## src/rtl/core_id_stage.sv

```systemverilog
// Instruction decode stage: decodes RV32/64 base opcodes, selects operands with
// writeback bypass, detects load-use hazards and registers everything for EX.
module core_id_stage #(
  parameter int XLEN   = 32,
  parameter int ADDR_W = 32,
  parameter int REG_AW = 5
) (
  input  logic              clk,
  input  logic              rst,
  input  logic              in_valid,
  output logic              in_ready,
  input  logic [31:0]       inst_in,
  input  logic [ADDR_W-1:0] inst_addr_in,
  output logic [REG_AW-1:0] read_reg1_addr_out,
  output logic [REG_AW-1:0] read_reg2_addr_out,
  input  logic [XLEN-1:0]   read_reg1_data_in,
  input  logic [XLEN-1:0]   read_reg2_data_in,
  input  logic              wb_we_in,
  input  logic [REG_AW-1:0] wb_addr_in,
  input  logic [XLEN-1:0]   wb_data_in,
  input  logic              flush_in,
  output logic              out_valid,
  input  logic              out_ready,
  output logic [31:0]       inst_out,
  output logic [ADDR_W-1:0] inst_addr_out,
  output logic              reg_we_out,
  output logic [REG_AW-1:0] reg_write_addr_out,
  output logic [XLEN-1:0]   reg1_data_out,
  output logic [XLEN-1:0]   reg2_data_out,
  output logic [XLEN-1:0]   imm_out,
  output logic              is_load_out,
  output logic              illegal_out
);

  localparam logic [6:0] OPC_LUI    = 7'b0110111;
  localparam logic [6:0] OPC_AUIPC  = 7'b0010111;
  localparam logic [6:0] OPC_JAL    = 7'b1101111;
  localparam logic [6:0] OPC_JALR   = 7'b1100111;
  localparam logic [6:0] OPC_BRANCH = 7'b1100011;
  localparam logic [6:0] OPC_LOAD   = 7'b0000011;
  localparam logic [6:0] OPC_STORE  = 7'b0100011;
  localparam logic [6:0] OPC_OPIMM  = 7'b0010011;
  localparam logic [6:0] OPC_OP     = 7'b0110011;
  localparam logic [31:0] NOP_INST  = 32'h0000_0013;

  function automatic logic [XLEN-1:0] pick_operand(
    input logic [REG_AW-1:0] rs,
    input logic [XLEN-1:0]   rf_data,
    input logic              wb_we,
    input logic [REG_AW-1:0] wb_addr,
    input logic [XLEN-1:0]   wb_data
  );
    if (rs == {REG_AW{1'b0}}) begin
      return {XLEN{1'b0}};
    end else if (wb_we && (wb_addr == rs)) begin
      return wb_data;
    end else begin
      return rf_data;
    end
  endfunction

  logic [6:0]        opcode;
  logic [REG_AW-1:0] rs1, rs2, rd;
  logic              rs1_used, rs2_used, we_dec, load_dec, illegal_dec;
  logic signed [31:0] imm32;
  logic [XLEN-1:0]   imm_ext;
  logic              hazard, accept;

  logic              valid_q, valid_d;
  logic [31:0]       inst_q, inst_d;
  logic [ADDR_W-1:0] addr_q, addr_d;
  logic              we_q, we_d;
  logic [REG_AW-1:0] rd_q, rd_d;
  logic [XLEN-1:0]   r1_q, r1_d, r2_q, r2_d, imm_q, imm_d;
  logic              load_q, load_d, ill_q, ill_d;
  logic [REG_AW-1:0] rs1_q, rs1_d, rs2_q, rs2_d;

  assign opcode             = inst_in[6:0];
  assign rs1                = REG_AW'(inst_in[19:15]);
  assign rs2                = REG_AW'(inst_in[24:20]);
  assign rd                 = REG_AW'(inst_in[11:7]);
  assign read_reg1_addr_out = rs1;
  assign read_reg2_addr_out = rs2;
  // Sign-extending cast: U-type immediates extend from bit 31 on 64-bit cores too.
  assign imm_ext            = XLEN'(imm32);

  // Opcode decode: operand usage, writeback/load/illegal flags and immediate format.
  always_comb begin
    rs1_used    = 1'b0;
    rs2_used    = 1'b0;
    we_dec      = 1'b0;
    load_dec    = 1'b0;
    illegal_dec = 1'b0;
    imm32       = 32'sd0;
    case (opcode)
      OPC_LUI, OPC_AUIPC: begin
        we_dec = 1'b1;
        imm32  = {inst_in[31:12], 12'b0};
      end
      OPC_JAL: begin
        we_dec = 1'b1;
        imm32  = {{11{inst_in[31]}}, inst_in[31], inst_in[19:12], inst_in[20], inst_in[30:21], 1'b0};
      end
      OPC_JALR, OPC_OPIMM: begin
        we_dec   = 1'b1;
        rs1_used = 1'b1;
        imm32    = {{20{inst_in[31]}}, inst_in[31:20]};
      end
      OPC_LOAD: begin
        we_dec   = 1'b1;
        rs1_used = 1'b1;
        load_dec = 1'b1;
        imm32    = {{20{inst_in[31]}}, inst_in[31:20]};
      end
      OPC_BRANCH: begin
        rs1_used = 1'b1;
        rs2_used = 1'b1;
        imm32    = {{19{inst_in[31]}}, inst_in[31], inst_in[7], inst_in[30:25], inst_in[11:8], 1'b0};
      end
      OPC_STORE: begin
        rs1_used = 1'b1;
        rs2_used = 1'b1;
        imm32    = {{20{inst_in[31]}}, inst_in[31:25], inst_in[11:7]};
      end
      OPC_OP: begin
        we_dec   = 1'b1;
        rs1_used = 1'b1;
        rs2_used = 1'b1;
      end
      default: begin
        illegal_dec = 1'b1;
      end
    endcase
  end

  assign hazard   = valid_q && load_q && (rd_q != {REG_AW{1'b0}}) &&
                    ((rs1_used && (rd_q == rs1)) || (rs2_used && (rd_q == rs2)));
  assign in_ready = !rst && !flush_in && !hazard && (!valid_q || out_ready);
  assign accept   = in_valid && in_ready;

  // Next-state: flush beats accept, accept beats drain, holding applies writeback bypass.
  always_comb begin
    valid_d = valid_q;
    inst_d  = inst_q;
    addr_d  = addr_q;
    we_d    = we_q;
    rd_d    = rd_q;
    r1_d    = r1_q;
    r2_d    = r2_q;
    imm_d   = imm_q;
    load_d  = load_q;
    ill_d   = ill_q;
    rs1_d   = rs1_q;
    rs2_d   = rs2_q;
    if (flush_in) begin
      valid_d = 1'b0;
    end else if (accept) begin
      valid_d = 1'b1;
      inst_d  = inst_in;
      addr_d  = inst_addr_in;
      we_d    = we_dec && (rd != {REG_AW{1'b0}});
      rd_d    = rd;
      r1_d    = pick_operand(rs1, read_reg1_data_in, wb_we_in, wb_addr_in, wb_data_in);
      r2_d    = pick_operand(rs2, read_reg2_data_in, wb_we_in, wb_addr_in, wb_data_in);
      imm_d   = imm_ext;
      load_d  = load_dec;
      ill_d   = illegal_dec;
      rs1_d   = rs1;
      rs2_d   = rs2;
    end else if (valid_q && out_ready) begin
      valid_d = 1'b0;
    end else if (valid_q) begin
      r1_d = pick_operand(rs1_q, r1_q, wb_we_in, wb_addr_in, wb_data_in);
      r2_d = pick_operand(rs2_q, r2_q, wb_we_in, wb_addr_in, wb_data_in);
      // pick_operand zeroes rs==0; a held zero register already carries 0.
    end else begin
      valid_d = 1'b0;
    end
  end

  // Output pipeline registers with asynchronous reset to a NOP bubble.
  always_ff @(posedge clk or posedge rst) begin
    if (rst) begin
      valid_q <= 1'b0;
      inst_q  <= NOP_INST;
      addr_q  <= {ADDR_W{1'b0}};
      we_q    <= 1'b0;
      rd_q    <= {REG_AW{1'b0}};
      r1_q    <= {XLEN{1'b0}};
      r2_q    <= {XLEN{1'b0}};
      imm_q   <= {XLEN{1'b0}};
      load_q  <= 1'b0;
      ill_q   <= 1'b0;
      rs1_q   <= {REG_AW{1'b0}};
      rs2_q   <= {REG_AW{1'b0}};
    end else begin
      valid_q <= valid_d;
      inst_q  <= inst_d;
      addr_q  <= addr_d;
      we_q    <= we_d;
      rd_q    <= rd_d;
      r1_q    <= r1_d;
      r2_q    <= r2_d;
      imm_q   <= imm_d;
      load_q  <= load_d;
      ill_q   <= ill_d;
      rs1_q   <= rs1_d;
      rs2_q   <= rs2_d;
    end
  end

  assign out_valid          = valid_q;
  assign inst_out           = inst_q;
  assign inst_addr_out      = addr_q;
  assign reg_we_out         = we_q;
  assign reg_write_addr_out = rd_q;
  assign reg1_data_out      = r1_q;
  assign reg2_data_out      = r2_q;
  assign imm_out            = imm_q;
  assign is_load_out        = load_q;
  assign illegal_out        = ill_q;

endmodule
```

## config.mk

```make
export PLATFORM = sky130hd
export DESIGN_NAME = core_id_stage
export DESIGN_NICKNAME = d
export VERILOG_FILES = /design/src/rtl/core_id_stage.sv
export SDC_FILE = /design/constraint.sdc
export NUM_CORES = 1
export LEC_CHECK = 0
export ABC_AREA = 1
export CAP_MARGIN = 20
export CORE_ASPECT_RATIO = 1.4
export CORE_UTILIZATION = 40
export CTS_CLUSTER_SIZE = 10
export DETAILED_ROUTE_END_ITERATION = 7
export HOLD_SLACK_MARGIN = 0.06
export PLACE_DENSITY = 0.72
export REMOVE_ABC_BUFFERS = 1
export SKIP_LAST_GASP = 1
export SLEW_MARGIN = 15
export SYNTH_ARGS = -nofsm -noshare
export SYNTH_HDL_FRONTEND = slang
export SYNTH_SLANG_ARGS = --single-unit
```

## constraint.sdc

```tcl
create_clock -name clk -period 8 [get_ports clk]
set_clock_uncertainty 0.1 [all_clocks]
set_input_delay 2 -clock clk [delete_from_list [all_inputs] [get_ports clk]]
set_output_delay 2 -clock clk [all_outputs]
set_load 0.005 [all_outputs]
```

### Word-level counts from Yosys, hierarchy flattened

Cells that the tools add are included.

| operators by class | value |
|---|---|
| multiplexer cells | 24 |
| shift-type cells | 0 |
| $add $sub $neg | 0 |
| multipliers | 0 |
| reduce and logical (&&, ||, !) cells | 39 |
| equality and inequality tests | 16 |
| div/mod/pow operators | 0 |
| bitwise gates (word level) | 1 |
| $lt $le $gt $ge | 0 |

Operators by type and width:

| kind | number |
|---|---|
| 2-to-1 mux 32 bit | 14 |
| case mux 32 bit (5 select lines) | 1 |
| equality test 5 bit | 6 |
| equality test 7 x 6 -> 1 bit, second input constant | 3 |
| equality test 7 bit, second input constant | 3 |
| logical NOT 5 bit | 4 |
| logical AND 1 bit | 15 |
| equality test 7 x 5 -> 1 bit, second input constant | 2 |
| nonzero test 5 bit | 2 |
| 2-to-1 mux 1 bit | 9 |
| OR reduction 9 bit | 1 |
| AND reduction 4 bit | 2 |
| equality test 7 x 2 -> 1 bit, second input constant | 1 |
| OR reduction 7 bit | 1 |
| nonzero test 3 bit | 2 |
| OR reduction 3 bit | 2 |
| OR reduction 6 bit | 1 |
| logical NOT 1 bit | 4 |
| logical OR 1 bit | 2 |
| != test 2 bit, second input constant | 1 |
| AND reduction 2 bit | 1 |
| nonzero test 2 bit | 1 |
| OR reduction 2 bit | 1 |
| NOT 1 bit | 1 |

| word-level totals | value |
|---|---|
| logic and storage cells | 92 |
| memories | 0 |
| output and inout bits | 180 |
| input port bits | 171 |
| register bits | 179 |
| latch bits | 0 |
| RAM bits | 0 |
| ROM bits | 0 |

### Longest topological paths before layout

| depth | value |
|---|---|
| depth in word-level cells | 12 |
| mapped depth | 15 |
| mapped depth without buffers | 13 |

### Worst setup path before layout

No wires, ideal clock.

| timing | value |
|---|---|
| kind | in2out |
| start point | input port inst_in[3] |
| end point | output port in_ready |
| setup slack | 2.805 ns |
| data required time | 5.900 ns |
| stages | 9 |
| path buffers | 2 |
| arrival | 3.095 ns |
| cell sequence | nor2_2 nand2_4 nor2_1 nor2_1 nand3_1 nand3_2 buf_2 buf_2 and2_1 |

| between the ends | value |
|---|---|
| cells in the longest elaborated chain, start to end | 9 |
| elaborated cells between the ends (all ways) | 17 |
| classes of those cells | eq/ne (6); mux (2); reduce/logical (9) |

RTL lines:

| what | line | RTL |
|---|---|---|
| start, declared | 12 | `input logic [31:0] inst_in,` |
| equality test 7 x 6 -> 1 bit, or another cell as far along | 95 | `case (opcode)` |
| OR reduction 6 bit (no line) / OR reduction 3 bit (equally long branches) | -- |  |
| 2-to-1 mux 1 bit | 95 |  |
| logical AND 1 bit | 137 | `((rs1_used && (rd_q == rs1)) \|\| (rs2_used && (rd_q == rs2)));` |
| logical OR 1 bit (*) | 137 |  |
| logical AND 1 bit (*) | 136 | `assign hazard = valid_q && load_q && (rd_q != {REG_AW{1'b0}}) &&` |
| logical NOT 1 bit (*) | 138 | `assign in_ready = !rst && !flush_in && !hazard && (!valid_q \|\| out_ready);` |
| logical AND 1 bit (*) (2 in a row) | 138 |  |
| end, declared | 11 | `output logic in_ready,` |

Every way passes the cells marked *; elsewhere a longest branch is shown, timed or not.

### Worst setup path in the final report

| timing | value |
|---|---|
| start point | input port inst_in[22] |
| end point | output port in_ready |

| between the ends | value |
|---|---|
| cells in the longest elaborated chain, start to end | 7 |

RTL lines:

| what | line |
|---|---|
| equality test 5 bit | 137 |
| logical AND 1 bit | 137 |
| logical OR 1 bit | 137 |
| logical AND 1 bit | 136 |
| logical NOT 1 bit | 138 |
| logical AND 1 bit (2 in a row) | 138 |

Every way passes these cells.

==> metrics.txt <==
status=completed; final wirelength=38900 µm; Num CTS Buffers=17; routed len/inst=17.7 µm; Yosys warnings=0; pwr dens=223 nW/µm²; crit path launch type=input pin; hold path depth=2; Sw Share=32.3%; met2 usage in global routing=48.2%; Yosys top cell by area=dfrtp_1; Area Overhead vs Synth=39.1%; Starting Density=40.8%; Slew @ Worst Pin=1090 ps; post-CTS setup buffer count=0; layout net count=2034; Int Pwr=2.17 mW; largest net degree at the start of global routing=111; Max-cap violations=0; Area contributors post-synth=dfrtp_1 39%, nand2_1 26%, nand4_1 8.0%; most frequent cells in the layout=710 x nand2_1, 349 x clkdlybuf4s50_1, 187 x inv_1, 161 x dfrtp_1, 133 x nand4_1; clock latency on the worst-skew pair=430 ps; Hold Buf Count CTS=0; relative slew slack=27.4%; VDD IR-drop max=0.000163 V; pre-CTS worst setup slack=1580 ps; IO Pins=351; Syn Area/Cell=6.48 µm²; reg2reg path depth=14; Die W=138 µm; Comb power frac=35.4%; Hold WC Path Type=flip-flop to flip-flop; worst path required time=5900 ps; first-pass GRT wire length=60300 µm; DR iter-0 viols=1013; Crit path arrival time=4060 ps; grt met3 use=7.12%; clock network power share=26.8%; GR peak layer=met2; P_sw=1.04 mW; Lkg Pwr=7.82 nW; die area=26600 µm²; initial antenna violation count=1; worst-path fanout max=7; cts repair resizes=0; Routed Antenna Nets=0; Final Setup Violations=0; FF+latch count, synth=164; gp weighted congestion=0.823; CP endpoint kind=output pin; sequential cell fraction of total power=37.8%; Synth top area share=38.9%; drt pass-1 iters=6; critical path class=input pin to output pin; GRT Overall Usage=28.9%; clock buffer depth=2; RSZ-0062 raised after global routing=false; CTS Sinks=164; vias after detailed routing=11600; post-route minimum period=6160 ps; CTS Root Cell=clkbuf_16; Fmax achieved=162 MHz; Placeable Area=25400 µm²; H-Tree Depth=4; DP HPWL=25500 µm; Final Slew Violations=0; Final Hold Fails=0; Overflow after GRT=0; cell area after synthesis=10400 µm²; Final period util=77.0%; Rows=69; Synth Instances=1600; clock slew at reported path FFs=60 ps; TritonCTS clock tree=done; routed vias/inst=5.30; Setup WS post-layout=1840 ps; share of post-route cells with drive strength above 1=4.05%; Setup Total Neg Slack=0 ps; vias in the first global route=11200; port bufs=350; M1 GR Usage=34.0%; Die Ht=192 µm; library cells used by synthesis=34; Seq/Total Area, Yosys=39.6%; most common cell after layout, fill and taps aside=nand2_1; DRC viols=0
-- worst max-delay path, stage by stage --
cell             delay (ps)
clkdlybuf4s50_1         710
xor2_1                  180
nor2_1                   60
nand3_1                  70
nand2_1                  60
nand3_2                  70
and2_1                  320
clkdlybuf4s50_1         580
-- synthesized netlist by cell type --
| library cell | count |
|---|---|
| nand2_1 | 710 |
| inv_1 | 188 |
| dfrtp_1 | 161 |
| nand4_1 | 133 |
| nand3_1 | 101 |
| nor2_1 | 83 |
| clkbuf_1 | 50 |
| buf_2 | 34 |
| buf_4 | 30 |
| o21ai_1 | 29 |
| a21oi_1 | 11 |
| o21ai_0 | 11 |
| nor3_1 | 9 |
| inv_2 | 8 |
| buf_6 | 5 |
| a22oi_1 | 4 |
| o22ai_1 | 4 |
| buf_1 | 3 |
| dfstp_2 | 3 |
| nand3_2 | 3 |
| nor2_2 | 3 |
| xnor2_1 | 3 |
| xor2_1 | 3 |
| a21oi_2 | 1 |
| a221oi_1 | 1 |
| a22o_1 | 1 |
| a31oi_1 | 1 |
| and2_1 | 1 |
| nand2_2 | 1 |
| nand2_4 | 1 |
| nand3_4 | 1 |
| nor4_1 | 1 |
| o31ai_1 | 1 |
| o32ai_1 | 1 |
-- cells by family after synthesis --
group,synth area share [%]
AO/OA/AOI/OAI,3.47
buffers and inverters,13.4
XOR/XNOR,0.507
flip-flops,39.6
AND/OR/NAND/NOR,43.0
-- sequential cells by signal, indices dropped and copies added, names as in the netlist --
signal	cells
illegal_out	1
imm_out	32
inst_addr_out	32
inst_out	32
is_load_out	1
out_valid	1
reg1_data_out	32
reg2_data_out	32
reg_we_out	1
-- path summary, 6_finish.rpt --
| path | end | slack [ps] | start |
|---|---|---|---|
| setup reg to reg | reg2_data_out[6] | 3610 | inst_out[9] |
| min in group asynchronous | reg2_data_out[27] | 1920 | rst |
| hold / removal | inst_out[1] | 370 | inst_out[1] |
| max in group asynchronous | inst_out[23] | 4390 | rst |
| setup / recovery | in_ready | 1840 | inst_in[22] |
| hold reg to reg | inst_out[1] | 370 | inst_out[1] |
-- per-layer routing --
layer / up-vias / wire [µm]
li1: 5517 / -
met1: 5339 / 14700
met2: 657 / 18800
met3: 110 / 3590
met4: 0 / 1770
met5: - / 0
-- layout make-up --
cell class / instances / area, µm²
diodes: 1 / 2.50
clock buffers: 20 / 447
clock inverters: 11 / 151
fillers: 2430 / 11000
inverters: 196 / 741
multi-input cells: 1118 / 4930
flip-flops and latches: 164 / 4110
well taps: 319 / 399
repair buffers: 366 / 3640
-- per-stage QoR --
step	utilization, %	total power, mW	std cells	instance area [µm²]	hold WS (ps)
CTS	56.7	3.23	2193	14400	374
global route	56.8	3.39	2195	14400	391
finish	56.8	3.21	2195	14400	371
global placement	54.3	2.34	2162	13800	360
floorplan	-	1.61	1478	9710	357
detailed placement	54.3	2.36	2162	13800	358
-- power by group through the flow --
| stage | registers (mW) | clock network, mW | logic [mW] |
|---|---|---|---|
| 2_1_floorplan | 1.20 | 0 | 0.402 |
| 3_3_place_gp | 1.22 | 0 | 1.12 |
| 3_5_place_dp | 1.22 | 0 | 1.13 |
| 4_1_cts | 1.21 | 0.875 | 1.14 |
| 5_1_grt | 1.23 | 0.909 | 1.25 |
| 6_report | 1.21 | 0.860 | 1.14 |
No activity file was read; power rests on OpenSTA's default activity.
